$ cat src/rtl/alu_seq_driver_pkg.sv
// Shared types and default widths for the ALU sequencing driver.
// Imported by the driver interface, the driver and its bench.
package alu_drv_pkg;

    localparam int ALU_W   = 4;
    localparam int ALU_OPW = 4;

    typedef enum logic [1:0] {
        IDLE,
        DRIVE,
        HOLD
    } state_t;

    typedef enum logic {
        SINGLE,
        SWEEP
    } mode_t;

endpackage

$ cat src/rtl/alu_seq_driver_if.sv
// Command, sweep, ALU-drive and response bundle of the ALU driver.
// master is the harness/ALU side, slave is the driver.
interface alu_seq_driver_if
    import alu_drv_pkg::*;
#(
    parameter int W   = ALU_W,
    parameter int OPW = ALU_OPW
);

    logic           cmd_valid;
    logic           cmd_ready;
    logic [OPW-1:0] cmd_opcode;
    logic [W-1:0]   cmd_a;
    logic [W-1:0]   cmd_b;

    logic           sweep_start;
    logic [W-1:0]   sweep_a;
    logic [W-1:0]   sweep_b;

    logic [OPW-1:0] alu_opcode;
    logic [W-1:0]   alu_a;
    logic [W-1:0]   alu_b;
    logic [W-1:0]   alu_y;
    logic           alu_v;

    logic           rsp_valid;
    logic           rsp_ready;
    logic [OPW-1:0] rsp_opcode;
    logic [W-1:0]   rsp_y;
    logic           rsp_v;
    logic           rsp_last;

    logic [OPW:0]   v_count;
    logic           busy;

    modport master (
        output cmd_valid, cmd_opcode, cmd_a, cmd_b,
        output sweep_start, sweep_a, sweep_b,
        output alu_y, alu_v, rsp_ready,
        input  cmd_ready, alu_opcode, alu_a, alu_b,
        input  rsp_valid, rsp_opcode, rsp_y, rsp_v,
        input  rsp_last, v_count, busy
    );

    modport slave (
        input  cmd_valid, cmd_opcode, cmd_a, cmd_b,
        input  sweep_start, sweep_a, sweep_b,
        input  alu_y, alu_v, rsp_ready,
        output cmd_ready, alu_opcode, alu_a, alu_b,
        output rsp_valid, rsp_opcode, rsp_y, rsp_v,
        output rsp_last, v_count, busy
    );

endinterface

$ cat src/rtl/alu_seq_driver.sv
// Clocked initiator for the combinational ALU: single commands or a
// full opcode sweep, each result returned over a response handshake.
module alu_seq_driver
    import alu_drv_pkg::*;
#(
    parameter int W   = ALU_W,
    parameter int OPW = ALU_OPW
) (
    input logic              clk,
    input logic              rst_n,
    alu_seq_driver_if.slave  bus
);

    state_t         state;
    state_t         state_nx;
    mode_t          mode;

    logic [OPW-1:0] op_q;
    logic [W-1:0]   a_q;
    logic [W-1:0]   b_q;
    logic [OPW-1:0] rsp_op_q;
    logic [W-1:0]   rsp_y_q;
    logic           rsp_v_q;
    logic           rsp_last_q;
    logic [OPW:0]   v_count_q;

    localparam logic [OPW-1:0] OP_ONE = {{(OPW-1){1'b0}}, 1'b1};
    localparam logic [OPW:0]   VC_ONE = {{OPW{1'b0}}, 1'b1};

    assign bus.cmd_ready  = (state == IDLE) && !bus.sweep_start;
    assign bus.rsp_valid  = (state == HOLD);
    assign bus.busy       = (state != IDLE);
    assign bus.alu_opcode = op_q;
    assign bus.alu_a      = a_q;
    assign bus.alu_b      = b_q;
    assign bus.rsp_opcode = rsp_op_q;
    assign bus.rsp_y      = rsp_y_q;
    assign bus.rsp_v      = rsp_v_q;
    assign bus.rsp_last   = rsp_last_q;
    assign bus.v_count    = v_count_q;

    always_ff @(posedge clk) begin
        if (!rst_n) begin
            state <= IDLE;
        end else begin
            state <= state_nx;
        end
    end

    always_comb begin
        state_nx = state;
        unique case (state)
            IDLE: begin
                if (bus.sweep_start || bus.cmd_valid) begin
                    state_nx = DRIVE;
                end
            end
            DRIVE: begin
                state_nx = HOLD;
            end
            HOLD: begin
                if (bus.rsp_ready) begin
                    state_nx = rsp_last_q ? IDLE : DRIVE;
                end
            end
            default: begin
                state_nx = IDLE;
            end
        endcase
    end

    always_ff @(posedge clk) begin
        if (!rst_n) begin
            mode       <= SINGLE;
            op_q       <= '0;
            a_q        <= '0;
            b_q        <= '0;
            rsp_op_q   <= '0;
            rsp_y_q    <= '0;
            rsp_v_q    <= 1'b0;
            rsp_last_q <= 1'b0;
            v_count_q  <= '0;
        end else begin
            unique case (state)
                IDLE: begin
                    // A sweep start outranks a command in the same cycle.
                    if (bus.sweep_start) begin
                        mode      <= SWEEP;
                        op_q      <= '0;
                        a_q       <= bus.sweep_a;
                        b_q       <= bus.sweep_b;
                        v_count_q <= '0;
                    end else if (bus.cmd_valid) begin
                        mode <= SINGLE;
                        op_q <= bus.cmd_opcode;
                        a_q  <= bus.cmd_a;
                        b_q  <= bus.cmd_b;
                    end
                end
                DRIVE: begin
                    rsp_op_q   <= op_q;
                    rsp_y_q    <= bus.alu_y;
                    rsp_v_q    <= bus.alu_v;
                    rsp_last_q <= (mode == SINGLE) || (&op_q);
                    if (mode == SWEEP && bus.alu_v) begin
                        v_count_q <= v_count_q + VC_ONE;
                    end
                end
                HOLD: begin
                    // Last response never advances, so the opcode cannot wrap.
                    if (bus.rsp_ready && !rsp_last_q) begin
                        op_q <= op_q + OP_ONE;
                    end
                end
                default: begin
                end
            endcase
        end
    end

endmodule

$ cat src/flat_wrapper.sv
// flat-port wrapper written by rule: the top's interface ports become plain ports
module alu_seq_driver_flat import alu_drv_pkg::*;
#(
    parameter int W   = ALU_W,
    parameter int OPW = ALU_OPW
)
  (clk, rst_n, bus_cmd_valid, bus_cmd_opcode, bus_cmd_a, bus_cmd_b, bus_sweep_start, bus_sweep_a, bus_sweep_b, bus_alu_y, bus_alu_v, bus_rsp_ready, bus_cmd_ready, bus_alu_opcode, bus_alu_a, bus_alu_b, bus_rsp_valid, bus_rsp_opcode, bus_rsp_y, bus_rsp_v, bus_rsp_last, bus_v_count, bus_busy);
  alu_seq_driver_if #(.W(W), .OPW(OPW)) bus_i ();
  input logic clk;
  input logic rst_n;
  input wire logic [$bits(bus_i.cmd_valid)-1:0] bus_cmd_valid;
  input wire logic [$bits(bus_i.cmd_opcode)-1:0] bus_cmd_opcode;
  input wire logic [$bits(bus_i.cmd_a)-1:0] bus_cmd_a;
  input wire logic [$bits(bus_i.cmd_b)-1:0] bus_cmd_b;
  input wire logic [$bits(bus_i.sweep_start)-1:0] bus_sweep_start;
  input wire logic [$bits(bus_i.sweep_a)-1:0] bus_sweep_a;
  input wire logic [$bits(bus_i.sweep_b)-1:0] bus_sweep_b;
  input wire logic [$bits(bus_i.alu_y)-1:0] bus_alu_y;
  input wire logic [$bits(bus_i.alu_v)-1:0] bus_alu_v;
  input wire logic [$bits(bus_i.rsp_ready)-1:0] bus_rsp_ready;
  output wire logic [$bits(bus_i.cmd_ready)-1:0] bus_cmd_ready;
  output wire logic [$bits(bus_i.alu_opcode)-1:0] bus_alu_opcode;
  output wire logic [$bits(bus_i.alu_a)-1:0] bus_alu_a;
  output wire logic [$bits(bus_i.alu_b)-1:0] bus_alu_b;
  output wire logic [$bits(bus_i.rsp_valid)-1:0] bus_rsp_valid;
  output wire logic [$bits(bus_i.rsp_opcode)-1:0] bus_rsp_opcode;
  output wire logic [$bits(bus_i.rsp_y)-1:0] bus_rsp_y;
  output wire logic [$bits(bus_i.rsp_v)-1:0] bus_rsp_v;
  output wire logic [$bits(bus_i.rsp_last)-1:0] bus_rsp_last;
  output wire logic [$bits(bus_i.v_count)-1:0] bus_v_count;
  output wire logic [$bits(bus_i.busy)-1:0] bus_busy;
  assign bus_i.cmd_valid = bus_cmd_valid;
  assign bus_i.cmd_opcode = bus_cmd_opcode;
  assign bus_i.cmd_a = bus_cmd_a;
  assign bus_i.cmd_b = bus_cmd_b;
  assign bus_i.sweep_start = bus_sweep_start;
  assign bus_i.sweep_a = bus_sweep_a;
  assign bus_i.sweep_b = bus_sweep_b;
  assign bus_i.alu_y = bus_alu_y;
  assign bus_i.alu_v = bus_alu_v;
  assign bus_i.rsp_ready = bus_rsp_ready;
  assign bus_cmd_ready = bus_i.cmd_ready;
  assign bus_alu_opcode = bus_i.alu_opcode;
  assign bus_alu_a = bus_i.alu_a;
  assign bus_alu_b = bus_i.alu_b;
  assign bus_rsp_valid = bus_i.rsp_valid;
  assign bus_rsp_opcode = bus_i.rsp_opcode;
  assign bus_rsp_y = bus_i.rsp_y;
  assign bus_rsp_v = bus_i.rsp_v;
  assign bus_rsp_last = bus_i.rsp_last;
  assign bus_v_count = bus_i.v_count;
  assign bus_busy = bus_i.busy;
  alu_seq_driver #(.W(W), .OPW(OPW)) u_core (.clk(clk), .rst_n(rst_n), .bus(bus_i));
endmodule
$ cat config.mk
export PLATFORM = sky130hd
export DESIGN_NAME = alu_seq_driver_flat
export DESIGN_NICKNAME = d
export VERILOG_FILES = /design/src/rtl/alu_seq_driver_pkg.sv /design/src/rtl/alu_seq_driver_if.sv /design/src/rtl/alu_seq_driver.sv /design/src/flat_wrapper.sv
export SDC_FILE = /design/constraint.sdc
export NUM_CORES = 1
export LEC_CHECK = 0
export CORE_MARGIN = 8
export CORE_UTILIZATION = 35
export CTS_CLUSTER_DIAMETER = 80
export DETAILED_ROUTE_END_ITERATION = 10
export GPL_ROUTABILITY_DRIVEN = 0
export PLACE_DENSITY = 0.68
export SLEW_MARGIN = 0
export SYNTH_ARGS = -nofsm -noshare
export SYNTH_HDL_FRONTEND = slang
export SYNTH_SLANG_ARGS = --single-unit
$ cat constraint.sdc
create_clock -name clk -period 1.8 [get_ports clk]
set_input_delay 0.36 -clock clk [delete_from_list [all_inputs] [get_ports clk]]
set_output_delay 0.36 -clock clk [all_outputs]
set_load 0.005 [all_outputs]
==> run metrics, run 1 <==
utilization after layout=0.551; run status=complete, no violations; Post-DP HPWL=3050 um; setup slack on the worst flop-to-flop path=0.32 ns; total gr overflow=0; worst reg-to-reg path cell count=4; largest buffer count on any clock path=2; setup tns final=0 ns; Clock Tree Root=sky130_fd_sc_hd__clkbuf_8; kind of capture point of the worst setup path=output pin; achievable frequency=579 MHz; drt initial violations=about 130; fraction of final layout cells sized beyond drive strength 1=0.111; Post-route DRC=0; worst setup path end=bus_busy; crit-path max FO=4; CP Launch Type=flip-flop; Site Rows=23; count of yosys warnings during synthesis=0; diode count=0; net switching share of the total power=0.269; number of placed cells counting well taps=269; post-route fraction of the period consumed by the critical path=0.959; Max Cap Viol=0; data arrival at the endpoint of the critical path=1.37 ns; synthesized flop and latch total=30; Post-Synthesis Net Count=191; number of antenna violations at the first check in global routing=0; Static Leakage=0.844 nW; final period demand of the worst path=1.73 ns; post-DR wirelength/cell=14.8 um; Cells on Worst Hold Path=2; largest net degree at the start of global routing=29; source of the worst register-to-register timing path=u_core.state[1]$_SDFFE_PN0P_; clock insertion delay at the later pin of the skew report=0.28 ns; count of input and output buffers=59; Die Y=about 80 um; TritonCTS clock tree=done; FF+latch area=about 600 um^2; most common library cell in the layout ignoring fill and taps=sky130_fd_sc_hd__clkdlybuf4s50_1; Clk network pwr share=0.306; Cells after Synth=between 150 and 200; fraction of the yosys area taken by sequential cells=0.419; Comb pwr share=0.252; clock-pin slew reported for the worst setup and hold paths after clock tree synthesis=0.06 ns; number of levels in the clock H-tree=2; final hold violation count=0; main flop type after synthesis=sky130_fd_sc_hd__dfxtp_1; terminus of the critical flop-to-flop path=u_core.bus.v_count[3]$_SDFFE_PN0P_; die area=~6400 um^2; average size of a mapped cell=roughly 9.0 um^2; Core Footprint=~4000 um^2; number of nets with antenna violations after routing=0; average vias per placed instance=5.13; starting density of the core=0.361; area of combinational cells with multiple inputs=759 um^2; P_int=1.26 mW; peak ir drop on the vdd network=0.450 mV; wire length of the first global-routing pass=~6700 um; number of vias in the routed layout=1411; Synth-to-Final Area Change=52.8%; startpoint of the worst setup timing path=u_core.state[1]$_SDFFE_PN0P_; net count reported at finish=258; filler-free cell count of the finished design=approximately 280; Worst slew margin=0.626; total I/O pin count=60; pwr dens=786 nW/um^2; number of synthesized flops with an enable pin=0; number of clock buffers inserted by TritonCTS=5; synthesized cell area=1430 um^2; overall power after layout=1.72 mW; number of library cell types mapped by synthesis=39; pins over their slew limit=0; net switching power of the design=0.463 mW; critical path class=reg -> out; data required time of the worst path=1.44 ns; Chip Width=80.0 um; TritonCTS sink count=30; RSZ-0062 raised after global routing=no; slew at the pin closest to its max-slew limit=0.559 ns; asr flop ratio synth=0; number of iterations in the first detailed-routing pass=4; worst hold margin=0.453 ns; Setup Skew=0.00453 ns; most frequent cells in the layout=sky130_fd_sc_hd__clkdlybuf4s50_1, sky130_fd_sc_hd__dfxtp_1, sky130_fd_sc_hd__nand2_1; GRT Total Usage=0.131; proportion of power drawn by flip-flops and latches=0.442; total wirelength of the detailed-routed design=4070 um; endpoints failing setup=0; number of global-route vias before repair=roughly 1400; filler instances=373; Tightest Hold Check Type=reg -> reg
## final cells by class
class	count	area share
timing repair buffer	69	0.304
multi-input combinational	115	0.347
inverter	5	0.00857
clock buffer	6	0.0377
sequential	30	0.274
tap	50	0.0286
## power groups by stage
stage          logic, mW  clock network [mW]  registers, mW
5_1_grt            0.480               0.570          0.770
6_report           0.433               0.527          0.760
2_1_floorplan      0.201                   0          0.773
3_5_place_dp       0.439                   0          0.774
3_3_place_gp       0.437                   0          0.772
4_1_cts            0.440               0.539          0.761
## cells in the mapped netlist (3+ instances only)
| master | instances | share of area |
|---|---|---|
| sky130_fd_sc_hd__nand2b_1 | 3 | 0.013 |
| sky130_fd_sc_hd__inv_1 | 4 | 0.010 |
| sky130_fd_sc_hd__a31oi_1 | 3 | 0.013 |
| sky130_fd_sc_hd__a21oi_1 | 22 | 0.077 |
| sky130_fd_sc_hd__nor2_1 | 6 | 0.016 |
| sky130_fd_sc_hd__buf_2 | 3 | 0.010 |
| sky130_fd_sc_hd__nand3_1 | 6 | 0.021 |
| sky130_fd_sc_hd__nand2_1 | 23 | 0.060 |
| sky130_fd_sc_hd__mux2i_1 | 8 | 0.056 |
| sky130_fd_sc_hd__o21ai_0 | 3 | 0.010 |
| sky130_fd_sc_hd__dfxtp_1 | 30 | 0.42 |
| sky130_fd_sc_hd__a211oi_1 | 11 | 0.058 |
| sky130_fd_sc_hd__buf_4 | 3 | 0.016 |
## timing repair
action                                  CTS  global route
gates cloned                              0             0
hold buffers                              0             0
setup buffers                             0             0
gates resized for setup                   3             1
endpoints found under the setup margin    2             1
## logic make-up (layout without fill, tap and decap cells)
| family | Yosys count | in the layout | synth area share |
|---|---|---|---|
| adders and majority gates | 2 | 2 | 0.0175 |
| muxes | 8 | 8 | 0.0559 |
| AOI/OAI and AO/OA | 54 | 54 | 0.253 |
| DFF | 30 | 30 | 0.419 |
| and+or+nand+nor | 51 | 51 | 0.202 |
| buffers and inverters | 14 | 80 | 0.0524 |
## worst max-delay path: stages (launching register included)
cell	delay (ns)
sky130_fd_sc_hd__dfxtp_1	0.40
sky130_fd_sc_hd__nor2_2	0.06
sky130_fd_sc_hd__inv_1	0.11
sky130_fd_sc_hd__clkdlybuf4s50_1	0.52
## registers in the layout, summed over array words and instances (netlist names)
signal                 count
u_core.bus.alu_a           4
u_core.bus.alu_b           4
u_core.bus.alu_opcode      4
u_core.bus.rsp_last        1
u_core.bus.rsp_opcode      4
u_core.bus.rsp_v           1
u_core.bus.rsp_y           4
u_core.bus.v_count         5
u_core.mode                1
u_core.state               2
## through the flow
step	setup slack, ns	area, um^2
final	0.0732	2190
after global routing	0.0228	2190
after CTS	-0.0264	2190
after detailed placement	-0.0984	2100
after global placement	-0.0772	2100
after floorplan	0.651	1430
## layer usage
layer	track usage	wire length, um	vias to the layer above	part of all wire
li1	-	-	721	-
met3	0.0777	495	8	0.12
met2	0.200	1770	49	0.43
met5	0	0	-	0
met1	0.147	1750	633	0.43
met4	0.0491	59	0	0.014
## worst min path at each step
stage	start	endpoint
global placement	u_core.bus.rsp_y[1]$_SDFFE_PN0N_	u_core.bus.rsp_y[1]$_SDFFE_PN0N_
detailed placement	u_core.bus.rsp_v$_SDFFE_PN0N_	u_core.bus.rsp_v$_SDFFE_PN0N_
global route	u_core.bus.rsp_y[1]$_SDFFE_PN0N_	u_core.bus.rsp_y[1]$_SDFFE_PN0N_
finish	u_core.bus.rsp_y[2]$_SDFFE_PN0N_	u_core.bus.rsp_y[2]$_SDFFE_PN0N_
CTS	u_core.bus.rsp_v$_SDFFE_PN0N_	u_core.bus.rsp_v$_SDFFE_PN0N_
floorplan	u_core.mode$_SDFFE_PN0P_	u_core.bus.rsp_last$_SDFFE_PN0N_
Power figures use the tool's default switching activity.
==> run 2: changes to the inputs <==
--- a/config.mk
+++ b/config.mk
@@ -10,6 +10,7 @@
 export CTS_CLUSTER_DIAMETER = 80
 export DETAILED_ROUTE_END_ITERATION = 10
 export GPL_ROUTABILITY_DRIVEN = 0
+export MAX_ROUTING_LAYER = met4
 export PLACE_DENSITY = 0.68
 export SLEW_MARGIN = 0
 export SYNTH_ARGS = -nofsm -noshare
==> run metrics, run 2 (synthesized netlist as in run 1, its figures left out) <==
run status=complete, no violations; peak ir drop on the vdd network=~0.45 mV; worst reg-to-reg path cell count=4; Largest register FFs=5; die area=6400 um^2; total gr overflow=0; wire length of the first global-routing pass=6690 um; most frequent cells in the layout=sky130_fd_sc_hd__clkdlybuf4s50_1, sky130_fd_sc_hd__dfxtp_1, sky130_fd_sc_hd__nand2_1; RSZ-0062 raised after global routing=no; Static Leakage=0.844 nW; source of the worst register-to-register timing path=u_core.state[1]$_SDFFE_PN0P_; grt met2 use=0.200; post-route fraction of the period consumed by the critical path=0.961; pwr dens=787 nW/um^2; filler-free cell count of the finished design=275; starting density of the core=0.361; crit-path max FO=4; total wirelength of the detailed-routed design=4070 um; sink of the worst hold path=u_core.bus.rsp_y[2]$_SDFFE_PN0N_; TritonCTS clock tree=done; Post-DP HPWL=3050 um; average vias per placed instance=5.13; number of clock buffers inserted by TritonCTS=5; number of levels in the clock H-tree=2; area of combinational cells with multiple inputs=759 um^2; achievable frequency=around 580 MHz; TritonCTS sink count=30; Post-route DRC=0; Cells on Worst Hold Path=2; global-route met1 utilization=0.153; number of placed cells counting well taps=between 200 and 300; Chip Width=80.0 um; data required time of the worst path=1.44 ns; clock-pin slew reported for the worst setup and hold paths after clock tree synthesis=0.06 ns; number of antenna violations at the first check in global routing=0; beginning of the worst hold path=u_core.bus.rsp_y[2]$_SDFFE_PN0N_; slew at the pin closest to its max-slew limit=0.560 ns; Worst slew margin=0.625; fraction of final layout cells sized beyond drive strength 1=0.111; final hold violation count=0; most used routing layer=met2; total I/O pin count=60; post-DR wirelength/cell=roughly 15 um; number of nets with antenna violations after routing=0; net count reported at finish=roughly 260; count of hold-fix buffers inserted at cts=0; Core Footprint=3970 um^2; most common library cell in the layout ignoring fill and taps=sky130_fd_sc_hd__clkdlybuf4s50_1; pins over their slew limit=0; Tightest Hold Check Type=reg -> reg; diode count=0; Clock Tree Root=sky130_fd_sc_hd__clkbuf_8; post-detailed-placement cell area=approximately 2100 um^2; kind of capture point of the worst setup path=output pin; Site Rows=23; final period demand of the worst path=~1.7 ns; terminus of the critical flop-to-flop path=u_core.bus.v_count[3]$_SDFFE_PN0P_; global routing usage on met3=0.0687; clock insertion delay at the later pin of the skew report=0.28 ns; FF+latch area=601 um^2; largest buffer count on any clock path=2; filler instances=373; endpoints failing setup=0; setup tns final=0 ns; largest net degree at the start of global routing=29; count of input and output buffers=59; post-CTS setup buffers=0; Setup Skew=0.00381 ns; overall power after layout=1.72 mW; utilization after layout=0.551; number of vias in the routed layout=1410; GRT Total Usage=0.135; critical path class=reg -> out; cell area after layout=around 2200 um^2; number of global-route vias before repair=1440; Synth-to-Final Area Change=52.8%; CP Launch Type=flip-flop; Max Cap Viol=0; data arrival at the endpoint of the critical path=about 1.4 ns; number of iterations in the first detailed-routing pass=4; Die Y=80.0 um; drt initial violations=142; setup slack on the worst flop-to-flop path=0.32 ns
[run 2: cell counts in the layout (fill, tap and decap cells not counted)]
No cell type changed its count.
[run 2: per-layer routing]
layer	up-vias	part of all wire	wire [um]
met1	632	0.45	1820
li1	719	-	-
met2	51	0.43	1760
met5	-	0	0
met4	0	0.014	59
met3	8	0.11	435
[run 2: layout make-up]
type,instances,area share
Clock buffer,6,0.0377
Inverter,5,0.00857
Multi-Input combinational cell,115,0.347
Sequential cell,30,0.274
Tap cell,50,0.0286
Timing Repair Buffer,69,0.304
[run 2: how the worst max path moves through the flow]
stage	to	slack, ns	cells past startpoint	startpoint
after floorplan	u_core.bus.alu_opcode[0]$_SDFFE_PN0P_	0.65	4	bus_sweep_start
after global placement	bus_cmd_ready	-0.08	3	bus_sweep_start
after detailed placement	bus_cmd_ready	-0.1	3	bus_sweep_start
after CTS	bus_cmd_ready	-0.03	4	u_core.state[1]$_SDFFE_PN0P_
after global routing	bus_busy	0.02	3	u_core.state[1]$_SDFFE_PN0P_
final	bus_busy	0.07	3	u_core.state[1]$_SDFFE_PN0P_
[run 2: where the power goes]
group	switching [mW]	leakage [nW]	total, mW	internal [mW]
combinational	0.187	0.555	0.434	0.246
clock	0.234	0.0431	0.528	0.294
sequential	0.0425	0.246	0.760	0.718
total	0.464	0.844	1.72	1.26
[run 2: repair_timing]
| action | 4_1_cts | 5_1_grt |
|---|---|---|
| resized for setup | 3 | 1 |
| pin swaps | 0 | 0 |
| endpoints found under the setup margin | 2 | 1 |
[run 2: worst max-delay path, stage by stage, from the launching register on]
cell and delay (ns):
sky130_fd_sc_hd__dfxtp_1 0.40, sky130_fd_sc_hd__nor2_2 0.06, sky130_fd_sc_hd__inv_1 0.11, sky130_fd_sc_hd__clkdlybuf4s50_1 0.52
[run 2: metrics by stage]
| step | hold WS (ns) | setup slack [ns] |
|---|---|---|
| after floorplan | 0.445 | 0.651 |
| after global placement | 0.441 | -0.0772 |
| after detailed placement | 0.446 | -0.0984 |
| after CTS | 0.454 | -0.0264 |
| after global routing | 0.476 | 0.0228 |
| final | 0.453 | 0.0706 |
